$ cat src/rtl/imem_pkg.sv
// Shared definitions for the instruction memory and its loader.
// Latency: none (types, constants and a constant function only).
// Backpressure: not applicable.
package imem_pkg;

    localparam int BYTES_PER_WORD = 4;
    localparam int DEFAULT_DEPTH  = 256;

    typedef enum logic [1:0] {
        ST_IDLE,
        ST_COLLECT,
        ST_WRITE,
        ST_DONE
    } state_t;

    // Byte-address width of the memory ports; the read port and the loader both use this.
    function automatic int addr_width(input int depth);
        return $clog2(depth) + 2;
    endfunction

endpackage

$ cat src/rtl/imem_word_packer.sv
// Little-endian byte-to-word assembler: lane byte_idx takes each accepted byte.
// Latency: word_nxt is combinational; the lane register updates on the accepting edge.
// Backpressure: none of its own; the caller qualifies every byte with accept.
module imem_word_packer
    import imem_pkg::*;
(
    input  logic        clk,
    input  logic        rst_n,
    input  logic        clear,
    input  logic        accept,
    input  logic [7:0]  byte_data,
    output logic [31:0] word_nxt,
    output logic        word_full
);

    logic [31:0] word;
    logic [1:0]  byte_idx;

    // Merge the incoming byte into its lane so the 4th byte is visible the cycle it arrives.
    always_comb begin
        word_nxt = word;
        case (byte_idx)
            2'd0:    word_nxt[7:0]   = byte_data;
            2'd1:    word_nxt[15:8]  = byte_data;
            2'd2:    word_nxt[23:16] = byte_data;
            default: word_nxt[31:24] = byte_data;
        endcase
    end

    // Word completes when the top lane is being filled by an accepted byte.
    assign word_full = accept && (byte_idx == 2'(BYTES_PER_WORD - 1));

    // Lane register and index; the index wraps naturally after the 4th byte.
    always_ff @(posedge clk or negedge rst_n) begin
        if (!rst_n) begin
            word     <= '0;
            byte_idx <= '0;
        end else if (clear) begin
            word     <= '0;
            byte_idx <= '0;
        end else if (accept) begin
            word     <= word_nxt;
            byte_idx <= byte_idx + 2'd1;
        end
    end

endmodule

$ cat src/rtl/imem_loader.sv
// Byte-stream loader: packs bytes into 32-bit words, writes them from word 0, releases cpu_hold when done.
// Latency: we one cycle after the 4th byte of a word; 5 cycles/word at full rate; done one cycle after last we.
// Backpressure: byte_ready only in COLLECT; the source is stalled in IDLE, WRITE and DONE.
module imem_loader
    import imem_pkg::*;
#(
    parameter int DEPTH         = DEFAULT_DEPTH,
    parameter bit HOLD_AT_RESET = 1'b1
) (
    input  logic                         clk,
    input  logic                         rst_n,
    input  logic                         start,
    input  logic [$clog2(DEPTH):0]       word_count,
    input  logic                         byte_valid,
    input  logic [7:0]                   byte_data,
    output logic                         byte_ready,
    output logic                         we,
    output logic [addr_width(DEPTH)-1:0] waddr,
    output logic [31:0]                  wdata,
    output logic                         busy,
    output logic                         done,
    output logic                         cpu_hold,
    output logic                         err_count
);

    localparam int IW = $clog2(DEPTH);
    localparam int CW = IW + 1;
    localparam logic [CW-1:0] DEPTH_W = CW'(DEPTH);

    state_t         state;
    logic [CW-1:0]  count;
    logic [IW-1:0]  word_idx;
    logic           accept;
    logic           legal_start;
    logic           word_full;
    logic [31:0]    word_nxt;

    assign accept      = byte_valid && byte_ready;
    assign legal_start = (state == ST_IDLE) && start &&
                         (word_count != '0) && (word_count <= DEPTH_W);

    imem_word_packer u_packer (
        .clk       (clk),
        .rst_n     (rst_n),
        .clear     (legal_start),
        .accept    (accept),
        .byte_data (byte_data),
        .word_nxt  (word_nxt),
        .word_full (word_full)
    );

    // Load sequencer; every output is set on the edge that enters the state it belongs to.
    always_ff @(posedge clk or negedge rst_n) begin
        if (!rst_n) begin
            state      <= ST_IDLE;
            count      <= '0;
            word_idx   <= '0;
            byte_ready <= 1'b0;
            we         <= 1'b0;
            waddr      <= '0;
            wdata      <= '0;
            busy       <= 1'b0;
            done       <= 1'b0;
            cpu_hold   <= HOLD_AT_RESET;
            err_count  <= 1'b0;
        end else begin
            we   <= 1'b0;
            done <= 1'b0;
            case (state)
                ST_IDLE: begin
                    if (start) begin
                        if (word_count > DEPTH_W) begin
                            // Oversized request: flag it and stay put, core hold untouched.
                            err_count <= 1'b1;
                        end else if (word_count == '0) begin
                            err_count <= 1'b0;
                            state     <= ST_DONE;
                            done      <= 1'b1;
                            cpu_hold  <= 1'b0;
                        end else begin
                            err_count  <= 1'b0;
                            count      <= word_count;
                            word_idx   <= '0;
                            cpu_hold   <= 1'b1;
                            busy       <= 1'b1;
                            byte_ready <= 1'b1;
                            state      <= ST_COLLECT;
                        end
                    end
                end
                ST_COLLECT: begin
                    if (word_full) begin
                        byte_ready <= 1'b0;
                        we         <= 1'b1;
                        waddr      <= {word_idx, 2'b00};
                        wdata      <= word_nxt;
                        state      <= ST_WRITE;
                    end
                end
                ST_WRITE: begin
                    if ({1'b0, word_idx} == count - CW'(1)) begin
                        busy     <= 1'b0;
                        done     <= 1'b1;
                        cpu_hold <= 1'b0;
                        state    <= ST_DONE;
                    end else begin
                        word_idx   <= word_idx + IW'(1);
                        byte_ready <= 1'b1;
                        state      <= ST_COLLECT;
                    end
                end
                default: begin
                    state <= ST_IDLE;
                end
            endcase
        end
    end

endmodule

$ cat config.mk
export PLATFORM = sky130hd
export DESIGN_NAME = imem_loader
export DESIGN_NICKNAME = d
export VERILOG_FILES = /design/src/rtl/imem_pkg.sv /design/src/rtl/imem_word_packer.sv /design/src/rtl/imem_loader.sv
export SDC_FILE = /design/constraint.sdc
export NUM_CORES = 1
export LEC_CHECK = 0
export CAP_MARGIN = 0
export CORE_ASPECT_RATIO = 1.75
export CORE_MARGIN = 1
export CORE_UTILIZATION = 59
export CTS_CLUSTER_DIAMETER = 50
export DETAILED_ROUTE_END_ITERATION = 7
export PLACE_DENSITY = 0.83
export SYNTH_ARGS = -nofsm -noshare
export SYNTH_HDL_FRONTEND = slang
export SYNTH_SLANG_ARGS = --single-unit
$ cat constraint.sdc
create_clock -name clk -period 4.15 [get_ports clk]
set_input_delay 0.6225 -clock clk [delete_from_list [all_inputs] [get_ports clk]]
set_output_delay 0.6225 -clock clk [all_outputs]
set_load 0.02 [all_outputs]
==> metrics.cfg, run 1 <==
[timing]
setup_viol = 0
finalWorstSetupSlack_ps = 1530
hold_violations = 0
fin_setup_tns_ps = 0
fmax_mhz = 382
maxSlewHeadroom_pct = 38.7
timing.final.crit_share_pct = 63.0
finClkSkew_ps = 5.52
slew_violations = 0
worst_slew_pin_slew_ps = 919
rsz0062_at_grt = no
layout_min_cycle_time_ps = 2620

[setup_path]
reg2regPathDepth = 7
crit_required_ps = 4370
reg2reg_slack_ps = 1530
critPathArrivalTime_ps = 2830
crit_type = reg2reg
critPathCaptureType = register
reg2reg_to = word_idx[1]
worst_setup_path_start_kind = register
r2r_start = count[0]
crit_fanout = 12

[final_layout]
fin_cells = 633
final_util_pct = 72.7
antennaDiodeCount = 0
area_growth_pct = 19.0
layout-drive-gt1-share_pct = 7.92
final_nets = 569

[pwr]
pwr-share-clk_pct = 29.2
p_switching_w = 0.000876
ir_worst_vdd_v = 0.000449
pwr-share-comb_pct = 26.4
pwr-share-seq_pct = 44.4
p_int_w = 0.00187
netSwitchingFraction_pct = 31.9
p_per_area_mw_per_mm2 = 477
power.leakage_nw = 2.54

[logic_synthesis]
ys_seq_elements = 99
seq_area_frac_synth_pct = 51.3
yosysUniqueCellTypes = 48
synth-main-ff-cell = dfrtp_1
synth_edf_count = 0
synth.avg_cell_area_um2 = 9.67
async_flop_share_pct = 100
syn_area_mm2 = 0.00483
synth_cells = 500
ys_warn_count = 0

[drt]
routed_wl_mm = 11.4
first_pass_iters = 5
drtIter0Drc = 298
drc = 0
num_vias = 3794
drtAntennaViolNets = 0
vias_per_cell = 5.99
wire_per_inst_um = 18.0

[clock_tree]
cts_buffers = 9
htreeDepth = 3
clock_sinks = 99
postCtsResizedCells = 0
post-cts-setup-buffers = 0
cts-root-buf = clkbuf_16
clock_latency_ps = 340
cts_tree = yes
hold_buffers = 0
clkTransAtPathRegs_ps = 60
cts_buffer_depth = 2

[placement]
gp_congestion = 0.822
place_ws_ps = 1300
dp_cells = 617
port_buffers = 66
dpl.hpwl_mm = 7.77

[job]
drv_cap = 0

[hold_path]
hp-class = in2async

[die]
fp.dieW_um = 70.4
start_util_pct = 61.1
fp.coreArea_mm2 = 0.00791
ios = 69
die-area_mm2 = 0.00857
rows = 43
die_h_um = 122

[grt]
antenna_found_initial = 0
grt_first_pass_wirelength_mm = 18.5
grt_max_degree = 74
grt-ovfl-total = 0
grt_pass1_vias = 3767
grt.total_usage_pct = 28.0

[status]
status = complete, no violations

## metrics by stage
step                      total power [W]  cell area (um^2)  hold WS (ps)
after floorplan                   0.00172              4840           327
after global placement            0.00191              5460           491
after detailed placement          0.00195              5460           496
after CTS                         0.00275              5750           448
after global routing              0.00286              5750           499
final                             0.00274              5750           397
## worst max-delay path, stage by stage, from the launching register on
cell and delay [ps]:
dfrtp_1 470, inv_1 90, ha_1 300, o211a_1 150, o31ai_1 220, nand4_1 450, or2_1 480, a221o_1 350
## power groups by stage
stage / sequential (W) / combinational, W / clock, W
6_report: 0.00122 / 0.000724 / 0.000801
5_1_grt: 0.00123 / 0.000788 / 0.000843
4_1_cts: 0.00122 / 0.000726 / 0.000808
3_5_place_dp: 0.00123 / 0.000714 / 0
3_3_place_gp: 0.00122 / 0.000689 / 0
2_1_floorplan: 0.00123 / 0.000496 / 0
## cell type report
cell class,count,area (um^2)
Clock buffer,12,267
Multi-Input combinational cell,346,2130
Clock inverter,4,23.8
Timing Repair Buffer,71,696
Sequential cell,99,2480
Fill cell,583,2160
Inverter,11,41.3
Tap cell,90,113
## worst max path at each step
stage,start,end,slack (ps),cells past startpoint
after detailed placement,word_count[1],u_packer.word[10],1300,9
after floorplan,word_count[1],u_packer.byte_idx[0],1700,8
after CTS,count[0],word_idx[1],1550,7
after global routing,word_count[1],word_idx[4],1330,10
after global placement,word_count[1],u_packer.byte_idx[1],1280,9
final,count[0],word_idx[1],1530,7
## cells in the mapped netlist, drive strengths merged (4+ instances only)
cell    count  share of area, %
nand3      35               3.6
mux2i      36               7.5
xnor2       9               1.6
o21ai      10               1.0
a21oi      69               7.2
ha         10               2.6
mux2       16               3.7
nor2       48               3.8
dfrtp      98                51
nand2b      7              0.91
and3        4              0.52
nand2      54               4.2
nor3        9              0.93
inv        11              0.85
clkbuf     32               2.5
buf        13               1.6
## state kept, by name, summed over array words and instances, names as in the netlist
name / flops
busy: 1
wdata: 32
cpu_hold: 1
done: 1
count: 9
word_idx: 8
we: 1
err_count: 1
byte_ready: 1
state: 2
u_packer.byte_idx: 2
u_packer.word: 32
waddr: 8
## metal layers
layer  routed length, um  GRT usage, %  vias to the layer above
li1                    -             -                     1786
met1                4010          31.2                     1859
met2                6570          51.5                      125
met3                 446          3.89                       24
met4                 355          13.6                        0
met5                   0             0                        -
## layout by cell type (no fill, tap or decap), drive strengths merged, types with 10 or more instances in the layout
cell           instances
dfrtp                 98
a21oi                 69
clkdlybuf4s50         65
nand2                 54
nor2                  48
mux2i                 36
nand3                 35
mux2                  16
clkbuf                12
inv                   11
o21ai                 10
ha                    10
## cells by family (layout without fill, tap and decap cells)
| family | after synthesis | count (layout) | share of synthesized area, % |
|---|---|---|---|
| adder cells (fa/ha/maj) | 10 | 10 | 2.59 |
| AO/OA/AOI/OAI | 100 | 100 | 11.7 |
| multiplexers | 52 | 52 | 11.2 |
| other | 1 | 2 | 0.0776 |
| buffers and inverters | 56 | 98 | 4.89 |
| flip-flops | 99 | 99 | 51.3 |
| XOR/XNOR | 11 | 11 | 1.99 |
| AND/OR/NAND/NOR | 171 | 171 | 16.3 |
(Power assumes the default switching activity.)
==> run 2: changes to the inputs <==
--- a/config.mk
+++ b/config.mk
@@ -8,10 +8,10 @@
 export CAP_MARGIN = 0
 export CORE_ASPECT_RATIO = 1.75
 export CORE_MARGIN = 1
-export CORE_UTILIZATION = 59
+export CORE_UTILIZATION = 55
 export CTS_CLUSTER_DIAMETER = 50
 export DETAILED_ROUTE_END_ITERATION = 7
-export PLACE_DENSITY = 0.83
+export PLACE_DENSITY = 0.78
 export SYNTH_ARGS = -nofsm -noshare
 export SYNTH_HDL_FRONTEND = slang
 export SYNTH_SLANG_ARGS = --single-unit
==> constraint.sdc (replaced) <==
create_clock -name clk -period 2.7 [get_ports clk]
set_input_delay 0.405 -clock clk [delete_from_list [all_inputs] [get_ports clk]]
set_output_delay 0.405 -clock clk [all_outputs]
set_load 0.02 [all_outputs]
==> metrics.cfg, run 2 (synthesis gave the netlist of run 1 again) <==
[status]
status = complete, no violations

[timing]
fin_setup_tns_ps = 0
finClkSkew_ps = 5.04
finalWorstSetupSlack_ps = 273
maxSlewHeadroom_pct = 62.4
setup_viol = 0
worst_slew_pin_slew_ps = 563
layout_min_cycle_time_ps = 2430
hold_violations = 0
rsz0062_at_grt = no
slew_violations = 0
timing.final.crit_share_pct = 89.9
fmax_mhz = 412

[grt]
grt-ovfl-total = 0
grt_first_pass_wirelength_mm = 18.5
antenna_found_initial = 0
grt_pass1_vias = 3864
grt.total_usage_pct = 26.5
grt_max_degree = 61

[placement]
port_buffers = 66
dpl.hpwl_mm = 7.81
place_ws_ps = 101
gp_congestion = 0.824
dpl_cell_area_mm2 = 0.00558

[setup_path]
critical-path-top-delay-family = compound AO/OA/AOI/OAI gates
r2r_start = count[0]
crit_slowest_cell = dfrtp_1
critPathArrivalTime_ps = 2630
path_cells = inv_1 > ha_1 > xnor2_1 > and4b_1 > a41o_1 > a21oi_2 > or2_1 > o211ai_1
critical_path.startpoint = count[0]
crit_fanout = 12
reg2reg_to = word_idx[2]
critPathCaptureType = register
reg2regPathDepth = 8
crit_type = reg2reg
path_buf_inv = 1
reg2reg_slack_ps = 270
crit_required_ps = 2900
worst_setup_path_start_kind = register
slowest_delay_ps = 460

[final_layout]
layout_common_cells = 98 x dfrtp_1, 68 x a21oi_1, 65 x clkdlybuf4s50_1
final_nets = 575
reg_top3 = u_packer.word x32, wdata x32, count x9
antennaDiodeCount = 0
layout-drive-gt1-share_pct = 8.20
layout_commonest_cell = dfrtp_1
final_util_pct = 69.6
area_growth_pct = 21.3
design_area_mm2 = 0.00586
final.fill_count = 649

[drt]
drtAntennaViolNets = 0
drc = 0
num_vias = 3856
routed_wl_mm = 11.3
first_pass_iters = 6
vias_per_cell = 5.81
drtIter0Drc = 363
wire_per_inst_um = 17.0

[clock_tree]
htreeDepth = 3
cts_buffer_depth = 2
cts_buffers = 9
clock_sinks = 99
clkTransAtPathRegs_ps = 60
hold_buffers = 0
post-cts-setup-buffers = 0
postCtsResizedCells = 0
cts_tree = yes
clock_latency_ps = 330
cts-root-buf = clkbuf_16

[die]
fp.coreArea_mm2 = 0.00842
ios = 69
rows = 44
die_h_um = 126
fp.dieW_um = 72.9
start_util_pct = 57.4
die-area_mm2 = 0.00918

[pwr]
ir_worst_vdd_v = 0.000592
power.leakage_nw = 2.57
power_w = 0.00426
p_per_area_mw_per_mm2 = 726

[job]
drv_cap = 0

[hold_path]
hp-class = in2async

==> run 2: changes by cell type in the layout (fill, tap and decap cells not counted) <==
cell       change
buf_12         +3
buf_4          +3
bufinv_16      +1
clkbuf_1       +4
clkbuf_8       -2
clkinv_2       -2
clkinv_4       -1
==> run 2: metal layers <==
layer | track usage [%] | routed length, um
met5 | 0 | 0
met4 | 11.6 | 239
met3 | 3.60 | 414
met2 | 48.2 | 6440
met1 | 30.1 | 4220
==> run 2: where the power goes <==
part | switching [W] | total [W] | internal, W
Clock | 0.000500 | 0.00124 | 0.000743
Sequential | 0.000201 | 0.00188 | 0.00168
Combinational | 0.000621 | 0.00114 | 0.000519
Total | 0.00132 | 0.00426 | 0.00294
==> run 2: area by class of cell <==
cell class	count	area (um^2)	area share (%)
timing repair buffer	77	778	13.3
clock inverter	2	35.0	0.597
multi-input combinational	346	2130	36.4
tap	115	144	2.45
clock buffer	14	254	4.33
sequential	99	2480	42.3
inverter	11	41.3	0.704
==> run 2: worst max-delay path by stage <==
stage | end | slack [ps] | cells after the start
final | word_idx[2] | 270 | 8
after detailed placement | word_idx[2] | 100 | 10
after global placement | word_idx[2] | 150 | 10
after CTS | word_idx[2] | 300 | 8
after floorplan | u_packer.byte_idx[0] | 470 | 8
after global routing | word_idx[2] | 140 | 8
==> run 2: per-stage QoR <==
stage,hold WS [ps],instances
2_1_floorplan,109,501
3_3_place_gp,405,648
3_5_place_dp,415,648
4_1_cts,50.5,664
5_1_grt,80.0,664
6_report,41.6,664
==> run 2: worst reg2reg max path, delay by kind of cell (launching register included) <==
kind | cells | cell delay, ps
adders and majority gates | 1 | 300
DFF | 1 | 460
and+or+nand+nor | 2 | 500
xor gates and xnor gates | 1 | 160
AOI/OAI and AO/OA | 3 | 780
buffers and inverters | 1 | 90
==> run 3: changes to the inputs <==
--- a/config.mk
+++ b/config.mk
@@ -6,12 +6,15 @@
 export NUM_CORES = 1
 export LEC_CHECK = 0
 export CAP_MARGIN = 0
+export CELL_PAD_IN_SITES_DETAIL_PLACEMENT = 1
+export CELL_PAD_IN_SITES_GLOBAL_PLACEMENT = 2
 export CORE_ASPECT_RATIO = 1.75
 export CORE_MARGIN = 1
-export CORE_UTILIZATION = 55
+export CORE_UTILIZATION = 35
 export CTS_CLUSTER_DIAMETER = 50
 export DETAILED_ROUTE_END_ITERATION = 7
 export PLACE_DENSITY = 0.78
 export SYNTH_ARGS = -nofsm -noshare
 export SYNTH_HDL_FRONTEND = slang
+export SYNTH_HIERARCHICAL = 1
 export SYNTH_SLANG_ARGS = --single-unit
==> metrics.cfg, run 3 <==
[clock_tree]
cts_buffers = 9
cts_buffer_depth = 2
cts-root-buf = clkbuf_16
clkTransAtPathRegs_ps = 80
htreeDepth = 3
cts_tree = yes
clock_sinks = 99
clock_latency_ps = 350

[grt]
busiest_layer = met2
antenna_found_initial = 0
grt_pass1_vias = 4223
grt-ovfl-total = 0
global_route.usage.met3_pct = 2.92
grt_util_met1_pct = 20.8
grtUsageMet2_pct = 35.8
grt_max_degree = 47
grt_first_pass_wirelength_mm = 21.9
grt.total_usage_pct = 18.8

[timing]
finClkSkew_ps = 11.8
maxSlewHeadroom_pct = 58.8
layout_min_cycle_time_ps = 2510
setup_viol = 0
worst_slew_pin_slew_ps = 618
finalWorstSetupSlack_ps = 185
hold_violations = 0
timing.final.crit_share_pct = 93.1
fmax_mhz = 398
slew_violations = 0

[job]
drv_cap = 0

[pwr]
p_per_area_mw_per_mm2 = 664
power.leakage_nw = 3.11
ir_worst_vdd_v = 0.000307

[logic_synthesis]
synth_common_cells = 134 x nand2_1, 98 x dfrtp_1, 42 x nand2b_1, 41 x mux2_2, 34 x mux2i_1
synth_edf_count = 0
synth.avg_cell_area_um2 = 10.1
ys_seq_elements = 99
yosysUniqueCellTypes = 55
synth_cells = 504
async_flop_share_pct = 100
seq_area_frac_synth_pct = 48.6
yosys-top-cells-area = dfrtp_1 48%, nand2_1 9.9%, mux2_2 9.1%
yosys.area.top_type = dfrtp_1
ys_warn_count = 6
synth_most_common_cell = nand2_1
synth-main-ff-cell = dfrtp_1
syn_area_mm2 = 0.00510
yosysTopAreaCellShare_pct = 48.1

[final_layout]
reg_top3 = u_packer/word x32, wdata x32, count x9
area_growth_pct = 23.8
layout_commonest_cell = nand2_1
design_area_mm2 = 0.00631
layout-drive-gt1-share_pct = 16.6
layout_common_cells = 134 x nand2_1, 98 x dfrtp_1, 65 x clkdlybuf4s50_1
final_nets = 605
antennaDiodeCount = 0

[die]
fp.dieW_um = 93.2
die-area_mm2 = 0.0151
die_h_um = 162
rows = 58
start_util_pct = 35.6
fp.coreArea_mm2 = 0.0143
ios = 69

[drt]
vias_per_cell = 5.00
drc = 0
routed_wl_mm = 12.9
num_vias = 3795
drtAntennaViolNets = 0
wire_per_inst_um = 17.0
first_pass_iters = 4
drtIter0Drc = 102

[setup_path]
critPathCaptureType = register
crit_required_ps = 2920
worst_setup_path_start_kind = input port
crit_fanout = 35
critPathArrivalTime_ps = 2740
crit_type = in2reg

[placement]
port_buffers = 66
gp_congestion = 0.789
place_ws_ps = -319
dpl.hpwl_mm = 9.52
dpl_cell_area_mm2 = 0.00600

[hold_path]
hp-class = in2async

[status]
status = complete, no violations

-- run 3: cell types whose count changed in the layout (fill, tap and decap cells not counted), moves of 4 or more --
| cell | delta |
|---|---|
| nor2b_1 | +4 |
| nand3_1 | -30 |
| buf_4 | +10 |
| nand2b_1 | +35 |
| nor2_1 | -32 |
| nand2_1 | +80 |
| or3_1 | +5 |
| nor3_1 | -6 |
| mux2_2 | +25 |
| a21oi_1 | -62 |
-- run 3: area by class of cell --
class / instances / area, um^2
fill: 1637 / 7990
sequential: 99 / 2480
multi-input combinational: 367 / 2410
timing repair buffer: 87 / 853
clock buffer: 10 / 229
tap: 180 / 225
clock inverter: 6 / 71.3
inverter: 10 / 37.5
-- run 3: final timing paths --
path	to	cells past startpoint	from	slack, ps
min in group clk	wdata[11]	2	wdata[11]	480
hold / removal	wdata[1]	1	rst_n	40
setup / recovery	u_packer/word[22]	12	word_count[5]	190
hold reg to reg	wdata[11]	2	wdata[11]	480
max in group asynchronous	wdata[11]	2	rst_n	1880
setup reg to reg	word_idx[4]	8	count[0]	360
-- run 3: cells by family after synthesis --
family	count (synthesis)	synth area share, %
simple gates	236	22.4
mux	75	15.7
fa+ha+maj	10	2.46
flops	99	48.6
buf+inv	39	4.22
compound gates	33	4.54
other cells	1	0.0736
xor+xnor	11	1.89
-- run 3: timing repair --
item,4_1_cts,5_1_grt
setup endpoints to repair,0,34
resized for setup,0,1
setup buffers,0,0
hold buffers,0,0
hold endpoints to repair,0,0
-- run 3: critical path: stages --
cell and delay (ps):
clkdlybuf4s50_1 430, nor4_2 340, nand2_1 120, ha_1 220, nand2b_1 160, nor2_1 180, buf_4 150, nand2_1 70
inv_1 140, buf_12 190, nand2b_1 220, mux2i_1 110
-- run 3: per-layer routing --
metal  vias to the layer above  share of wire (%)  wire length (um)
met5                         -                  0                 0
li1                       1814                  -                 -
met4                         0                1.5               192
met1                      1907                 40              5110
met3                        14                1.8               226
met2                        60                 57              7390
-- run 3: where the power goes --
part / total [W] / internal (W) / switching [W]
combinational: 0.00106 / 0.000527 / 0.000533
sequential: 0.00180 / 0.00165 / 0.000151
clock: 0.00132 / 0.000730 / 0.000595
-- run 3: per-stage QoR --
step	utilization, %	setup TNS, ps	total power, W	instances	hold slack (ps)
final	44.1	0	0.00419	759	44.7
after global routing	44.1	-129	0.00441	759	86.7
after CTS	44.1	0	0.00424	759	67.9
after detailed placement	42.0	-9960	0.00290	743	450
after global placement	42.0	-5990	0.00286	743	448
after floorplan	-	0	0.00257	505	109
